File: config.mk
export PLATFORM = sky130hd
export DESIGN_NAME = prog_ctr_fetch_flat
export DESIGN_NICKNAME = d
export VERILOG_FILES = /design/src/rtl/prog_ctr_fetch_if.sv /design/src/rtl/prog_ctr_fetch.sv /design/src/flat_wrapper.sv
export SDC_FILE = /design/constraint.sdc
export NUM_CORES = 1
export LEC_CHECK = 0
export ABC_AREA = 1
export CORE_UTILIZATION = 50
export CTS_BUF_LIST = sky130_fd_sc_hd__clkbuf_8
export DETAILED_ROUTE_END_ITERATION = 12
export PLACE_DENSITY = 0.8
export SYNTH_ARGS = -nofsm -noshare
export SYNTH_HDL_FRONTEND = slang
export SYNTH_SLANG_ARGS = --single-unit
File: constraint.sdc
create_clock -name clk -period 4.3 [get_ports clk]
set_clock_uncertainty 0.1 [all_clocks]
set_input_delay 0.86 -clock clk [delete_from_list [all_inputs] [get_ports clk]]
set_output_delay 0.86 -clock clk [all_outputs]
set_load 0.01 [all_outputs]
File: src/rtl/prog_ctr_fetch_if.sv
// Fetch-stage bundle between the PC/fetch sequencer and its control sources.
// Carries the start address, branch/halt controls, LUT write port and PC outputs.
interface prog_ctr_fetch_if #(
  parameter int PC_W   = 10,
  parameter int LUT_AW = 4
);
  logic [PC_W-1:0]   start_addr_i;
  logic              stall_i;
  logic              branch_i;
  logic              rel_en_i;
  logic [7:0]        offset_i;
  logic [LUT_AW-1:0] target_idx_i;
  logic              halt_i;
  logic              lut_we_i;
  logic [LUT_AW-1:0] lut_waddr_i;
  logic [PC_W-1:0]   lut_wdata_i;
  logic [PC_W-1:0]   pc_o;
  logic              done;
  logic [15:0]       cycles_o;

  modport master (
    output start_addr_i, stall_i, branch_i, rel_en_i,
    output offset_i, target_idx_i, halt_i,
    output lut_we_i, lut_waddr_i, lut_wdata_i,
    input  pc_o, done, cycles_o
  );

  modport slave (
    input  start_addr_i, stall_i, branch_i, rel_en_i,
    input  offset_i, target_idx_i, halt_i,
    input  lut_we_i, lut_waddr_i, lut_wdata_i,
    output pc_o, done, cycles_o
  );
endinterface

File: src/rtl/prog_ctr_fetch.sv
// Program counter / fetch sequencer with relative and LUT-based absolute branches.
// Optional run-cycle counter built only when CYCLE_COUNT_EN is defined.
module prog_ctr_fetch #(
  parameter int PC_W      = 10,
  parameter int LUT_DEPTH = 16,
  parameter int LUT_AW    = 4
) (
  input logic            clk,
  input logic            reset,
  prog_ctr_fetch_if.slave bus
);
  typedef enum logic {RUN, HALTED} state_t;

  state_t          state_q;
  state_t          state_n;
  logic            fresh_q;
  logic [PC_W-1:0] pc_q;
  logic [PC_W-1:0] pc_cur;
  logic [PC_W-1:0] pc_n;
  logic [PC_W-1:0] rel_tgt;
  logic [PC_W-1:0] lut [LUT_DEPTH];

  // Until the first edge after reset the PC is the live start address,
  // so start_addr_i must stay stable through that first cycle.
  assign pc_cur  = fresh_q ? bus.start_addr_i : pc_q;
  assign rel_tgt = pc_cur + PC_W'($signed(bus.offset_i));

  assign bus.pc_o = pc_cur;
  assign bus.done = (state_q == HALTED);

  always_comb begin
    state_n = state_q;
    pc_n    = pc_cur;
    unique case (state_q)
      RUN: begin
        if (bus.stall_i) begin
          pc_n = pc_cur;
        end else if (bus.halt_i) begin
          state_n = HALTED;
        end else if (bus.branch_i) begin
          pc_n = bus.rel_en_i ? rel_tgt
                              : lut[bus.target_idx_i];
        end else begin
          pc_n = pc_cur + PC_W'(1);
        end
      end
      HALTED: begin
        pc_n = pc_cur;
      end
      default: begin
        state_n = RUN;
      end
    endcase
  end

  always_ff @(posedge clk or posedge reset) begin
    if (reset) begin
      state_q <= RUN;
      fresh_q <= 1'b1;
      pc_q    <= '0;
    end else begin
      state_q <= state_n;
      fresh_q <= 1'b0;
      pc_q    <= pc_n;
    end
  end

  // Not reset: branch targets survive across program runs.
  always_ff @(posedge clk) begin
    if (bus.lut_we_i)
      lut[bus.lut_waddr_i] <= bus.lut_wdata_i;
  end

`ifdef CYCLE_COUNT_EN
  logic [15:0] cyc_q;

  always_ff @(posedge clk or posedge reset) begin
    if (reset) begin
      cyc_q <= '0;
    end else if (state_q == RUN && cyc_q != 16'hFFFF) begin
      cyc_q <= cyc_q + 16'd1;
    end
  end

  assign bus.cycles_o = cyc_q;
`else
  assign bus.cycles_o = 16'h0000;
`endif
endmodule

File: src/flat_wrapper.sv
// flat-port wrapper written by rule: the top's interface ports become plain ports
module prog_ctr_fetch_flat 
#(
  parameter int PC_W      = 10,
  parameter int LUT_DEPTH = 16,
  parameter int LUT_AW    = 4
)
  (clk, reset, bus_start_addr_i, bus_stall_i, bus_branch_i, bus_rel_en_i, bus_offset_i, bus_target_idx_i, bus_halt_i, bus_lut_we_i, bus_lut_waddr_i, bus_lut_wdata_i, bus_pc_o, bus_done, bus_cycles_o);
  prog_ctr_fetch_if #(.PC_W(PC_W), .LUT_AW(LUT_AW)) bus_i ();
  input logic clk;
  input logic reset;
  input wire logic [$bits(bus_i.start_addr_i)-1:0] bus_start_addr_i;
  input wire logic [$bits(bus_i.stall_i)-1:0] bus_stall_i;
  input wire logic [$bits(bus_i.branch_i)-1:0] bus_branch_i;
  input wire logic [$bits(bus_i.rel_en_i)-1:0] bus_rel_en_i;
  input wire logic [$bits(bus_i.offset_i)-1:0] bus_offset_i;
  input wire logic [$bits(bus_i.target_idx_i)-1:0] bus_target_idx_i;
  input wire logic [$bits(bus_i.halt_i)-1:0] bus_halt_i;
  input wire logic [$bits(bus_i.lut_we_i)-1:0] bus_lut_we_i;
  input wire logic [$bits(bus_i.lut_waddr_i)-1:0] bus_lut_waddr_i;
  input wire logic [$bits(bus_i.lut_wdata_i)-1:0] bus_lut_wdata_i;
  output wire logic [$bits(bus_i.pc_o)-1:0] bus_pc_o;
  output wire logic [$bits(bus_i.done)-1:0] bus_done;
  output wire logic [$bits(bus_i.cycles_o)-1:0] bus_cycles_o;
  assign bus_i.start_addr_i = bus_start_addr_i;
  assign bus_i.stall_i = bus_stall_i;
  assign bus_i.branch_i = bus_branch_i;
  assign bus_i.rel_en_i = bus_rel_en_i;
  assign bus_i.offset_i = bus_offset_i;
  assign bus_i.target_idx_i = bus_target_idx_i;
  assign bus_i.halt_i = bus_halt_i;
  assign bus_i.lut_we_i = bus_lut_we_i;
  assign bus_i.lut_waddr_i = bus_lut_waddr_i;
  assign bus_i.lut_wdata_i = bus_lut_wdata_i;
  assign bus_pc_o = bus_i.pc_o;
  assign bus_done = bus_i.done;
  assign bus_cycles_o = bus_i.cycles_o;
  prog_ctr_fetch #(.PC_W(PC_W), .LUT_DEPTH(LUT_DEPTH), .LUT_AW(LUT_AW)) u_core (.clk(clk), .reset(reset), .bus(bus_i));
endmodule
==> metrics.yaml <==
run_status:
  status: "complete, no violations"
worst_setup_path:
  crit_arrival_ns: 2.22
  crit_required_ns: 3.34
  path_delay_family: "buffers and inverters"
  reg2reg_depth: 14
  r2r_slack_ns: 1.64
  cp_max_fo: 7
  startpoint_type: "input port"
  r2r_start: "u_core.fresh_q"
  cp_slowest_cell: "clkdlybuf4s50_1"
  worstSetupPathType: "in2out"
  crit_buf_inv: 2
  slowest_delay_ns: 0.60
  path_cells: "clkdlybuf4s50_1 -> nand2_1 -> nand2_1 -> clkdlybuf4s50_1"
  crit-reg2reg-capture: "u_core.pc_q[8]"
  endpoint_kind: "output pin"
timing:
  holdWs_ns: 0.411
  min_period_ns: 3.18
  timing.slew.headroom_pct: 23.8
  setup_viol: 0
  period_share_pct: 74.0
  finalMaxSlewViolations: 0
  rsz0062_at_grt: "false"
  setup_tns_ns: 0
  fin_ws_ns: 1.12
  hold_violations: 0
  fmax_mhz: 314
  tightest_slew_ns: 1.14
route:
  via_count: 5886
  drt_iter0_drc: 438
  totalWireLength_microns: 18200
  ant_nets: 0
  avgRoutedWirePerCell_microns: 16.4
  firstDrtPassIters: 6
  drc: 0
  viasPerCell: 5.31
die:
  die_w_microns: 129
  fp.dieH_microns: 129
  start_util_pct: 51.1
  core-area_sq_mm: 0.0159
  rows: 46
  dieArea_sq_mm: 0.0168
  ios: 70
layout:
  area_growth_pct: 12.7
  fill_cells: 1362
  fin_area_sq_mm: 0.00916
  n_antenna_cell: 0
  fin_nets: 934
  stdcell_count: 1108
  layout-drive-gt1-share_pct: 6.73
pwr:
  power_density_mw_per_mm2: 364
  vdd_ir_drop_max_mv: 0.238
  seqPwrFrac_pct: 56.5
  p_leak_nw: 3.68
  clockPowerShare_pct: 30.8
  switching_share_pct: 25.7
  pwr-share-comb_pct: 12.7
  p_switching_mw: 0.854
  internal-power_mw: 2.47
yosys:
  yosys-top-cells-count: "nand2_1, edfxtp_1, nand3_1"
  yosysWarnings: 0
  synth_top_cells_by_area: "edfxtp_1, nand2_1, nand3_1"
  yosysTopAreaCellShare_pct: 59.2
  netlist_area_sq_mm: 0.00812
  yosys_most_used_dff: "edfxtp_1"
  ys_seq_area_share_pct: 62.9
  synth-seq-cells: 172
  post-synth-top-count-cell: "nand2_1"
  synth_cell_types: 31
  synth-edff-count: 160
  synthCells: 824
  async_reset_ff_share_pct: 6.98
  yosys.area.top_type: "edfxtp_1"
  postSynthAreaPerCell_sq_um: 9.86
global_route:
  gr-total-overflow: 0
  grt_pass1_vias: 5540
  grtUsageTotal_pct: 23.1
  grt_pass1_wl_microns: 28600
  grt_max_degree: 85
  antenna_found_initial: 0
cts:
  clockBufferDepth: 2
  clk_pin_slew_ns: 0.09
  cts_setup_buffers: 0
  ctsRootBufferMaster: "clkbuf_8"
  clk_latency_ns: 0.46
  cts_tree: "done"
  clock-sinks: 172
  htreeDepth: 4
  post_cts_resized: 0
  holdBufCountCts: 0
  cts_buffers: 17
place:
  dp_cells: 1077
  pre_cts_ws_ns: 1.13
  port_buffers: 53
  dpl.hpwl_microns: 11500
  placed_area_sq_mm: 0.00880
  gp_congestion: 0.910
worst_hold_path:
  hold_start: "u_core.bus.done"
  holdPathStages: 1
  min_path_type: "reg2reg"
  holdPathEnd: "u_core.bus.done"
job:
  drv_cap: 0
placed cells by master, fill, tap and decap left out, types with 3 or more instances in the layout:
cell             count
nand2_1            257
nand3b_1             4
a21oi_1             25
buf_4               19
ha_1                10
clkbuf_8            17
clkdlybuf4s50_1     52
edfxtp_1           160
inv_1               59
nand4_1              3
o211ai_1            12
inv_6                4
xor2_1               4
dfrtp_1             11
nand2_2              5
nand3_1            112
clkinvlp_4           4
nor2_1              70
inv_2                3
o21ai_1              5
o21ai_0             23
conb_1              17
metrics by stage:
| stage | util [%] | power [mW] |
|---|---|---|
| after floorplan | - | 2.18 |
| after global placement | 55.4 | 2.33 |
| after detailed placement | 55.4 | 2.34 |
| after CTS | 57.6 | 3.34 |
| after global routing | 57.6 | 3.45 |
| final | 57.6 | 3.33 |
layout make-up:
type                    instances  area, sq um  area share (%)
flip-flops and latches        172         5110            55.8
clock buffers                  17          234            2.56
repair buffers                 72          668            7.30
well taps                     216          270            2.95
inverters                      62          233            2.54
multi-input cells             555         2520            27.6
clock inverters                14          121            1.33
worst max-delay path by stage:
stage | start | to | slack, ns | cells after the start
CTS | bus_start_addr_i[1] | bus_pc_o[1] | 1.12 | 4
finish | bus_start_addr_i[1] | bus_pc_o[1] | 1.12 | 4
floorplan | bus_start_addr_i[0] | u_core.pc_q[4] | 1.81 | 11
global route | bus_start_addr_i[1] | bus_pc_o[1] | 1.05 | 4
global placement | bus_start_addr_i[1] | bus_pc_o[1] | 1.14 | 4
detailed placement | bus_start_addr_i[1] | bus_pc_o[1] | 1.13 | 4
layer usage:
| layer | global-route usage (%) | part of all wire [%] | vias to the layer above | wire, microns |
|---|---|---|---|---|
| li1 | - | - | 2844 | - |
| met1 | 29.4 | 41 | 2699 | 7380 |
| met2 | 38.8 | 49 | 307 | 8860 |
| met3 | 4.13 | 8.4 | 36 | 1530 |
| met4 | 10.2 | 2.3 | 0 | 427 |
| met5 | 0 | 0 | - | 0 |
power groups by stage:
stage               Combinational (mW)  Sequential [mW]  Clock (mW)
global route                     0.470             1.88        1.09
detailed placement               0.417             1.92           0
finish                           0.422             1.88        1.03
global placement                 0.410             1.92           0
CTS                              0.419             1.88        1.04
floorplan                        0.271             1.91           0
logic make-up after synthesis:
| kind of cell | count (synthesis) | share of synthesized area (%) |
|---|---|---|
| other | 1 | 0.0462 |
| AOI/OAI and AO/OA | 69 | 4.73 |
| DFF | 172 | 62.9 |
| xor gates and xnor gates | 4 | 0.431 |
| and+or+nand+nor | 454 | 23.3 |
| adders and majority gates | 11 | 1.79 |
| buffers and inverters | 113 | 6.79 |
flip-flops by register name, indices dropped and copies added, names as in the netlist:
register	count
u_core.lut	160
u_core.pc_q	10
u_core.bus.done	1
u_core.fresh_q	1
worst reg2reg max path, stage by stage (launching register included):
cell	delay [ns]
dfstp_2	0.66
inv_2	0.14
nand2_1	0.10
nand2_2	0.12
ha_1	0.28
fa_1	0.41
nand3_1	0.10
nand2_1	0.10
nand2_1	0.10
nand2_1	0.05
nand2_1	0.06
nand3_1	0.07
nand2_1	0.08
nand2_1	0.06
a21oi_1	0.16
Power figures use the tool's default switching activity.
